[src/rtl/adder_buf_pkg.sv]
// Shared types and default sizing for the adder result buffer.
// The FSM encoding is private to this block; widths default to an 8-bit sum plus carry.
package adder_buf_pkg;

  typedef enum logic [1:0] {
    SYNC = 2'd0,
    IDLE = 2'd1,
    WAIT = 2'd2
  } state_t;

  localparam int DEF_DATA_W = 9;
  localparam int DEF_DEPTH  = 4;

endpackage

[src/rtl/result_fifo.sv]
// Synchronous FIFO holding adder results; DEPTH must be a power of two, at least 2.
// Pointers wrap naturally at their width, and the head reads as zero while empty.
module result_fifo #(
  parameter int DATA_W = 9,
  parameter int DEPTH  = 4,
  localparam int AW    = $clog2(DEPTH),
  localparam int CW    = AW + 1
) (
  input  logic              clk,
  input  logic              reset,
  input  logic              push,
  input  logic [DATA_W-1:0] push_data,
  input  logic              pop,
  output logic [DATA_W-1:0] rd_data,
  output logic [CW-1:0]     count,
  output logic              full,
  output logic              empty
);

  logic [DATA_W-1:0] mem [DEPTH];
  logic [AW-1:0]     wr_ptr;
  logic [AW-1:0]     rd_ptr;
  logic              do_push;
  logic              do_pop;

  assign full  = (count == CW'(DEPTH));
  assign empty = (count == '0);

  // A pop in the same cycle frees the slot, so a push at full is still accepted.
  assign do_pop  = pop && !empty;
  assign do_push = push && (!full || do_pop);

  assign rd_data = empty ? '0 : mem[rd_ptr];

  // NOTE: storage has no reset; only pointers and count need a known value, and
  // leaving the array unreset lets it map onto plain RAM/flop cells without reset muxes.
  always_ff @(posedge clk) begin
    if (do_push) begin
      mem[wr_ptr] <= push_data;
    end
  end

  // NOTE: sequential state is assigned with <= so every flop samples pre-edge values.
  always_ff @(posedge clk or negedge reset) begin
    if (!reset) begin
      wr_ptr <= '0;
      rd_ptr <= '0;
      count  <= '0;
    end else begin
      if (do_push) wr_ptr <= wr_ptr + 1'b1;
      if (do_pop)  rd_ptr <= rd_ptr + 1'b1;
      case ({do_push, do_pop})
        2'b10:   count <= count + 1'b1;
        2'b01:   count <= count - 1'b1;
        default: count <= count;
      endcase
    end
  end

endmodule

[src/rtl/adder_result_buffer.sv]
// Downstream stage of the pipelined adder: captures each sum on eno into a FIFO,
// presents it valid/ready, and only issues go when a FIFO slot is guaranteed.
module adder_result_buffer
  import adder_buf_pkg::*;
#(
  parameter int DATA_W     = DEF_DATA_W,
  parameter int DEPTH      = DEF_DEPTH,
  parameter bit DROP_FIRST = 1'b1,
  localparam int CW        = $clog2(DEPTH) + 1
) (
  input  logic              clk,
  input  logic              reset,
  input  logic              eno,
  input  logic [DATA_W-1:0] sum_in,
  input  logic              go_req,
  output logic              go,
  output logic              m_valid,
  input  logic              m_ready,
  output logic [DATA_W-1:0] m_data,
  output logic [CW-1:0]     count,
  output logic              busy,
  output logic              overflow
);

  localparam state_t RESET_STATE = DROP_FIRST ? SYNC : IDLE;

  state_t state;
  state_t state_next;
  logic   full;
  logic   empty;
  logic   pop;
  logic   eno_live;

  // The post-reset eno from the controller carries no data and is swallowed in SYNC.
  assign eno_live = eno && (state != SYNC);
  assign m_valid  = !empty;
  assign pop      = m_valid && m_ready;

  result_fifo #(
    .DATA_W (DATA_W),
    .DEPTH  (DEPTH)
  ) u_fifo (
    .clk       (clk),
    .reset     (reset),
    .push      (eno_live),
    .push_data (sum_in),
    .pop       (pop),
    .rd_data   (m_data),
    .count     (count),
    .full      (full),
    .empty     (empty)
  );

  always_ff @(posedge clk or negedge reset) begin
    if (!reset) begin
      state <= RESET_STATE;
    end else begin
      state <= state_next;
    end
  end

  // NOTE: every output of this block gets a default first, so no path leaves a
  // signal unassigned and no latch is inferred.
  always_comb begin
    state_next = state;
    go         = 1'b0;
    busy       = 1'b0;
    case (state)
      SYNC: begin
        if (eno) state_next = IDLE;
      end
      IDLE: begin
        // Credit check: an issued request always has a slot when its result returns.
        go = go_req && !full;
        if (go) state_next = WAIT;
      end
      WAIT: begin
        busy = 1'b1;
        if (eno) state_next = IDLE;
      end
      default: state_next = RESET_STATE;
    endcase
  end

  always_ff @(posedge clk or negedge reset) begin
    if (!reset) begin
      overflow <= 1'b0;
    end else if (eno_live && full && !pop) begin
      overflow <= 1'b1;
    end
  end

endmodule

[config.mk]
export PLATFORM = sky130hd
export DESIGN_NAME = adder_result_buffer
export DESIGN_NICKNAME = d
export VERILOG_FILES = /design/src/rtl/adder_buf_pkg.sv /design/src/rtl/result_fifo.sv /design/src/rtl/adder_result_buffer.sv
export SDC_FILE = /design/constraint.sdc
export NUM_CORES = 1
export LEC_CHECK = 0
export CAP_MARGIN = 15
export CORE_AREA = 8 8 81 61
export DETAILED_ROUTE_END_ITERATION = 8
export DIE_AREA = 0 0 89 69
export GPL_ROUTABILITY_DRIVEN = 0
export PLACE_DENSITY = 0.86
export SLEW_MARGIN = 30
export SYNTH_ARGS = -nofsm -noshare
export SYNTH_HDL_FRONTEND = slang
export SYNTH_HIERARCHICAL = 1
export SYNTH_SLANG_ARGS = --single-unit
[constraint.sdc]
create_clock -name clk -period 4.1 [get_ports clk]
set_input_delay 0.82 -clock clk [delete_from_list [all_inputs] [get_ports clk]]
set_output_delay 0.82 -clock clk [all_outputs]
set_load 0.05 [all_outputs]
* Yosys cells after proc, flatten, opt, wreduce, memory -nomap -nowiden
Memory sizes are Yosys's and may differ from the RTL's. Cells that the tools add are included.
Storage, ports and cells: memories kept 1, bits of input ports 14, output and inout bits 16, memory bits (writable) 36, register bits 10
Memories:
- u_fifo.mem | words 4, bits a word 9, rd ports 1, clocked after memory_dff 0, write ports 1, line result_fifo.sv:20 | logic [DATA_W-1:0] mem [DEPTH];
Operators by class: reductions and logical operators 17, multiplexer cells 9, eq/ne operators 7, add/sub/neg operators 4
Operators with widths (count):
- 2-to-1 mux 9 bit | 1
- logical AND 1 bit | 7
- one-hot mux 3 bit (2 select lines) | 1
- adder 2 x 1 -> 2 bit, second input constant | 2
- == test 2 x 1 -> 1 bit, second input constant | 2
- == test 2 bit, second input constant | 2
- 2-to-1 mux 1 bit | 4
- 2-to-1 mux 2 bit | 2
- one-hot mux 2 bit (2 select lines) | 1
- nonzero test 2 bit | 2
- adder 3 x 1 -> 3 bit, second input constant | 1
- == test 3 bit, second input constant | 1
- logical NOT 1 bit | 3
- logical NOT 3 bit | 1
- subtractor 3 x 1 -> 3 bit, second input constant | 1
- logical NOT 2 bit | 1
- inequality test 2 x 1 -> 1 bit, second input constant | 1
- inequality test 2 bit, second input constant | 1
- AND reduction 2 bit | 1
- OR reduction 2 bit | 1
- logical OR 1 bit | 1

* Depth between registers and ports, before layout
Gate-level depths: netlist of the first run.
word-level depth 8, gate-level depth with buffers 12

* Cells and area by module
Netlist of the first run, hierarchy kept.
By module, submodules not included:
- result_fifo | cells each 96, seq. area each 1256.2 um^2, area an instance 1794.2 um^2, instances 1
- adder_result_buffer | cells each 15, seq. area each 75.1 um^2, area an instance 153.9 um^2, instances 1

* Worst setup path before layout of the first run
No wires, ideal clock.
path kind reg2reg, from reg u_fifo.count[0], to reg u_fifo.count[2], data arrival time 2.686 ns, stages on the path, launching flop included 13, clock period less this slack 2.768 ns, slack 1.332 ns, required time 4.018 ns, cell sequence dfrtp_1 nor3_1 clkbuf_1 nand2b_1 inv_1 o21a_4 inv_1 ha_1 inv_1 fa_1 xor2_1 nor2_1 xor2_1
On the way: cells in the longest elaborated chain, start to end 8, elaborated cells between the ends (all ways) 14, classes of those cells 2 x add/sub; 3 x eq/ne; 1 x mux; 8 x reduce/logical
Ends and longest elaborated chain:
- start: declaration | line result_fifo.sv:15 | output logic [CW-1:0] count,
- start signal: assignment | line result_fifo.sv:53 | 2'b10: count <= count + 1'b1;
- start signal: assignment | line result_fifo.sv:54 | 2'b01: count <= count - 1'b1;
- start signal: assignment | line result_fifo.sv:55 | default: count <= count;
- logical NOT 3 bit * | line result_fifo.sv:27 | assign empty = (count == '0);
- via empty | line adder_result_buffer.sv:30 | logic empty;
- logical NOT 1 bit * | line adder_result_buffer.sv:36 | assign m_valid = !empty;
- logical AND 1 bit * | line adder_result_buffer.sv:37 | assign pop = m_valid && m_ready;
- via pop | line adder_result_buffer.sv:31 | logic pop;
- logical AND 1 bit * | line result_fifo.sv:30 | assign do_pop = pop && !empty;
- logical OR 1 bit | line result_fifo.sv:31 | assign do_push = push && (!full || do_pop);
- logical AND 1 bit | line result_fifo.sv:31
- == test 2 x 1 -> 1 bit / == test 2 bit (equally long branches) | line result_fifo.sv:52 | case ({do_push, do_pop})
- one-hot mux 3 bit (2 select lines) / nonzero test 2 bit (equally long branches)
Mark *: on every way through the listed nets, which the timed path passes. The rest lies on a longest branch. A chain may end at the register's enable or synchronous reset.

* Final worst setup path of the first run
from reg u_fifo.rd_ptr[0], to out m_data[3]
On the way: cells in the longest elaborated chain, start to end 2
Ends and longest elaborated chain:
- start: declaration | line result_fifo.sv:22 | logic [AW-1:0] rd_ptr;
- start signal: assignment | line result_fifo.sv:51 | if (do_pop) rd_ptr <= rd_ptr + 1'b1;
- memory (4 x 9 bit)
- 2-to-1 mux 9 bit | line result_fifo.sv:33 | assign rd_data = empty ? '0 : mem[rd_ptr];
- end: declaration | line adder_result_buffer.sv:19 | output logic [DATA_W-1:0] m_data,
Every way passes these cells.

==> impl_results.md, run 1 <==
- Crit-path max FO: 11
- Initial antenna violation count: 0
- Drt wl/cell: 16.7 um
- CP arrival: 2.50 ns
- Max cap viols: 0
- Sequential fraction of the synthesis area: approximately 70%
- WL final: 3310 um
- Top_reg_cell synth: edfxtp_1
- Req. time, crit path: 3.28 ns
- First-pass GRT wire length: 5400 um
- CTS resizes: 0
- CP delay by family, top: flip-flops
- Core ar.: 3760 um^2
- Top sig layer: met4
- CTS HTree Levels: 2
- Critical Path Slowest Stage Cell: dfrtp_1
- Hpwl dp: 2410 um
- Startpoint Class: flip-flop
- Worst flop-to-flop path endpoint: u_fifo/count[2]
- Most frequent cells in the layout: 36 x edfxtp_1, 29 x clkdlybuf4s50_1, 12 x nor2b_1
- Worst reg2reg startpoint: u_fifo/count[0]
- Fill cells: 294
- Cell taking the most area after synthesis: edfxtp_1
- Clock root cell: clkbuf_8
- Post-CTS Setup Inserts: 0
- CTS Hold Buffers Added: 0
- Deepest clock path buffer count: 2
- Tcrit/Tclk final: between 80 and 90%
- Grt ovf: 0
- Hold_ws: 0.503 ns
- Routed via count: 1006
- CP peak stage delay: 0.77 ns
- Syn Nets: 131
- Ys Warns: 6
- CP cell instances: mux4_2 -> nor2b_1 -> clkdlybuf4s50_1
- Metal2 WL: between 1500 and 2000 um
- Leakage: 0.882 nW
- Worst-Margin Slew: 0.652 ns
- Pwr/cell area: 829 nW/um^2
- Peak supply drop: 0.464 mV
- Worst-path clk slew: 0.08 ns
- CP startpoint: u_fifo/rd_ptr[0]
- Yosys top cell area share: 55.5%
- Status: finished clean
- GRT Total Usage: 11.9%
- Seq cells post-synth: 46
- Layout cells sized above 1: 17.1%
- Initial Util: 51.9%
- PortBufs: 29
- R2R setup slack: 1.61 ns
- CTS sink count: 46
- Hold Fails Final Rpt: 0
- TNS Setup: 0 ns
- Num ports: 30
- Num CTS Buffers: 5
- DIE HEIGHT: 69 um
- Slew Limit Headroom: between 50% and 60%
- Fin nets: 165
- Pin count of the biggest net entering global routing: 16
- Metal3 WL: around 160 um
- M1 WL: between 1000 and 1500 um
- Achievable frequency: 301 MHz
- Vias per inst: 5.08
- CP Buf/Inv Count: 1
- Crit path capture type: primary output
- P&R area growth vs syn: 22.4%
- Initial DRC Count: 86
- CTS tree: built
- Area occupied by multi-input gates: around 560 um^2
- Final min period: 3.32 ns
- Hold path cells: 1
- Die area: just over 6000 um^2
- Synth Instances: 111
- Register cell area after layout: 1330 um^2
- Row count: 19
- Final Max Slew Viols: 0
- RSZ-0062 raised after global routing: no
- Pre-Repair DR Iteration Count: 4
- Avg Synthesized Cell Area: about 18 um^2
- Area contributors post-synth: edfxtp_1 55%, dfrtp_1 13%, mux4_2 10%
- Post-Syn Area: 1950 um^2
- Type of the worst min-delay path: reg -> reg
- Most common cell after layout, fill and taps aside: edfxtp_1
- Clock Latency Late Sink: 0.30 ns
- Clock skew: 0.00430 ns
- Chip Width: a little under 90 um
- Post-route ant nets: 0
- Worst reg2reg path depth: 12
- Synth cell types: 26
- Critical path depth in cells: 3
- Post-synth EDFFs: 36
- CP endpoint: m_data[3]
- # diodes: 0
- Vias in the first global route: 1070
- Asr flop ratio synth: 21.7%
- Setup violators final: 0
- WS Path Type: reg -> out
- Drt drc: 0
==> power by group <==
group	total (mW)	switching (mW)	internal, mW
Clock	0.270	0.151	0.120
Combinational	0.985	0.578	0.407
Sequential	0.723	0.102	0.620
==> stage by stage <==
stage                     worst slack, ns  std cells  area (um^2)  util, %  power [mW]
after floorplan                      1.33        111         1950        -        1.43
after global placement              0.962        190         2290     61.1        1.70
after detailed placement            0.930        190         2290     61.1        1.74
after CTS                           0.714        198         2380     63.5        2.01
after global routing                0.609        198         2380     63.5        2.09
final                               0.776        198         2380     63.5        1.98
==> sequential cells by signal (all words and copies together), names as in the netlist <==
name           count
u_fifo/mem        36
u_fifo/rd_ptr      2
state              2
u_fifo/count       3
overflow           1
u_fifo/wr_ptr      2
==> cells by family after synthesis <==
group                      synth area share (%)
xor gates and xnor gates                   2.70
adders and majority gates                  4.24
muxes                                      11.7
DFF                                        68.3
and+or+nand+nor                            7.96
buffers and inverters                      2.76
AOI/OAI and AO/OA                          2.31
==> cells in the mapped netlist, types with 2 or more instances <==
master	n
edfxtp_1	36
nor2b_1	12
dfrtp_1	10
inv_1	10
mux4_2	9
ha_1	5
and2_2	4
xor2_1	4
nand2b_1	2
nor2_1	2
xnor2_1	2
==> worst min path at each step <==
| stage | startpoint | to | slack [ns] |
|---|---|---|---|
| after floorplan | state[0] | state[0] | 0.50 |
| after global placement | overflow | overflow | 0.45 |
| after detailed placement | overflow | overflow | 0.49 |
| after CTS | overflow | overflow | 0.51 |
| after global routing | u_fifo/count[2] | u_fifo/count[2] | 0.54 |
| final | overflow | overflow | 0.50 |
==> metal layers <==
layer / up-vias / global-route usage [%]
li1: 467 / -
met1: 511 / 14.4
met2: 21 / 18.7
met3: 7 / 3.91
met4: 0 / 4.96
met5: - / 0
==> final cells by class <==
class / instances / share of cell area (%)
Inverter: 10 / 1.57
Sequential cell: 46 / 55.8
Multi-Input combinational cell: 52 / 23.6
Timing Repair Buffer: 30 / 12.5
Clock buffer: 5 / 2.89
Tap cell: 52 / 2.73
Clock inverter: 3 / 0.892
(Power assumes the default switching activity.)
==> run 2: changes to the inputs <==
- CORE_AREA: 8 8 81 61 -> 8 8 86 65
- DIE_AREA: 0 0 89 69 -> 0 0 94 73
- PLACE_DENSITY: 0.86 -> 0.8
- clock period: 4.1 -> 2.7 ns (I/O delays scaled with it)
==> impl_results.md, run 2 (synthesis results as in run 1) <==
- Grt ovf: 0
- Hpwl dp: 2410 um
- Startpoint Class: flip-flop
- Pre-Repair DR Iteration Count: 4
- Clock root cell: clkbuf_8
- Final Max Slew Viols: 0
- Deepest clock path buffer count: 2
- Row count: 20
- Core ar.: roughly 4200 um^2
- Final min period: ~2.4 ns
- PortBufs: 29
- Die area: slightly below 7000 um^2
- Pin count of the biggest net entering global routing: 14
- Worst reg2reg startpoint: u_fifo/count[0]
- First-pass GRT wire length: 5440 um
- CTS Hold Buffers Added: 0
- Most common cell after layout, fill and taps aside: edfxtp_1
- Top Usage Layer GRT: met2
- CTS resizes: 0
- Hold worst-path end: overflow
- Clock skew: roughly 0.005 ns
- Met2 Resource Use GR: 18.3%
- R2R setup slack: 0.28 ns
- Num CTS Buffers: 5
- Status: finished clean
- Slew Limit Headroom: 66.1%
- Critical Path Slowest Stage Cell: dfrtp_1
- Hold path cells: 1
- Worst reg2reg path depth: 11
- WS Path Type: reg -> reg
- Clock Latency Late Sink: between 0.2 and 0.3 ns
- Post-CTS Setup Inserts: 0
- Most frequent cells in the layout: 36 x edfxtp_1, 18 x clkdlybuf4s50_1, 14 x buf_4
- Initial antenna violation count: 0
- Post-route ant nets: 0
- Area occupied by multi-input gates: roughly 560 um^2
- Tcrit/Tclk final: 89.7%
- Top Registers: u_fifo/mem: 36 flops, u_fifo/count: 3 flops
- CTS HTree Levels: 2
- Drt drc: 0
- # diodes: 0
- Drt wl/cell: 16.3 um
- Most used cell, CP: inv_1
- Fin nets: 167
- Initial DRC Count: 48
- TNS Setup: 0 ns
- Register cell area after layout: approximately 1300 um^2
- Worst-Margin Slew: 0.506 ns
- Num ports: 30
- Worst flop-to-flop path endpoint: u_fifo/count[2]
- Crit path capture type: flip-flop
- Post-placement cell area: 2290 um^2
- Achievable frequency: approximately 410 MHz
- Worst-path clk slew: 0.08 ns
- Fin worst setup slack: 0.278 ns
- Type of the worst min-delay path: reg -> reg
- CP cell instances: nor3_1 -> nand2b_1 -> inv_1 -> o21a_4 -> inv_1 -> ha_1 -> inv_1 -> fa_1 -> xor2_1 -> nor2_1 -> xor2_1
- Met1 Resource Use GR: 11.7%
- Most flop-heavy register: u_fifo/mem
- HP Start: overflow
- Max cap viols: 0
- Initial Util: 46.3%
- Setup violators final: 0
- CP Buf/Inv Count: 3
- Routed via count: 1006
- DIE HEIGHT: ~73 um
- CTS sink count: 46
- Flip-flop count of the largest register after layout: 36
- WL final: 3320 um
- Layout cells sized above 1: 23.6%
- CP arrival: between 2 and 3 ns
- Crit-path max FO: 7
- Req. time, crit path: 2.91 ns
- Pre-CTS setup slack: 0.0970 ns
- Hold Fails Final Rpt: 0
- Met3 Track Usage GR: 4.01%
- RSZ-0062 raised after global routing: no
- Final instance area: 2370 um^2
- CTS tree: built
- Vias in the first global route: 1107
- GRT Total Usage: 10.7%
- CP startpoint: u_fifo/count[0]
- CP delay by family, top: adder cells
- CP peak stage delay: 0.44 ns
- Vias per inst: 4.96
- Chip Width: 94 um
- P&R area growth vs syn: 21.5%
- Fill cells: 339
## run 2: per-layer routing
| metal | up-vias | part of all wire (%) |
|---|---|---|
| li1 | 471 | - |
| met1 | 512 | 43 |
| met3 | 5 | 5.2 |
| met5 | - | 0 |
| met2 | 18 | 50 |
| met4 | 0 | 1.3 |
## run 2: through the flow
step / cells / utilization [%] / hold WS [ns]
floorplan: 111 / - / 0.244
global placement: 195 / 54.4 / 0.456
finish: 203 / 56.3 / 0.475
CTS: 203 / 56.3 / 0.480
detailed placement: 195 / 54.4 / 0.462
global route: 203 / 56.3 / 0.501
## run 2: layout make-up
class | count | share of cell area (%)
Clock buffer | 8 | 3.38
Sequential cell | 46 | 56.3
Inverter | 10 | 1.59
Multi-Input combinational cell | 52 | 23.8
Timing Repair Buffer | 32 | 12.1
Tap cell | 55 | 2.91
## run 2: worst max path at each step
stage | end | slack, ns | depth (start not counted)
finish | u_fifo/count[2] | 0.28 | 11
global route | u_fifo/count[2] | 0.11 | 11
CTS | u_fifo/count[2] | 0.28 | 11
detailed placement | u_fifo/count[2] | 0.1 | 10
global placement | u_fifo/count[2] | 0.21 | 10
floorplan | u_fifo/count[2] | 0.02 | 12
## run 2: worst reg2reg max path, delay by kind of cell, from the launching register on
kind,cells,cell delay (ns)
AOI/OAI and AO/OA,1,0.24
xor gates and xnor gates,2,0.33
adders and majority gates,2,0.57
buffers and inverters,3,0.21
DFF,1,0.44
and+or+nand+nor,3,0.55
Power of run 2 is left out: the tool's default activity adds up to more than one toggle a clock period on the data nets, which glitch-free logic cannot reach.
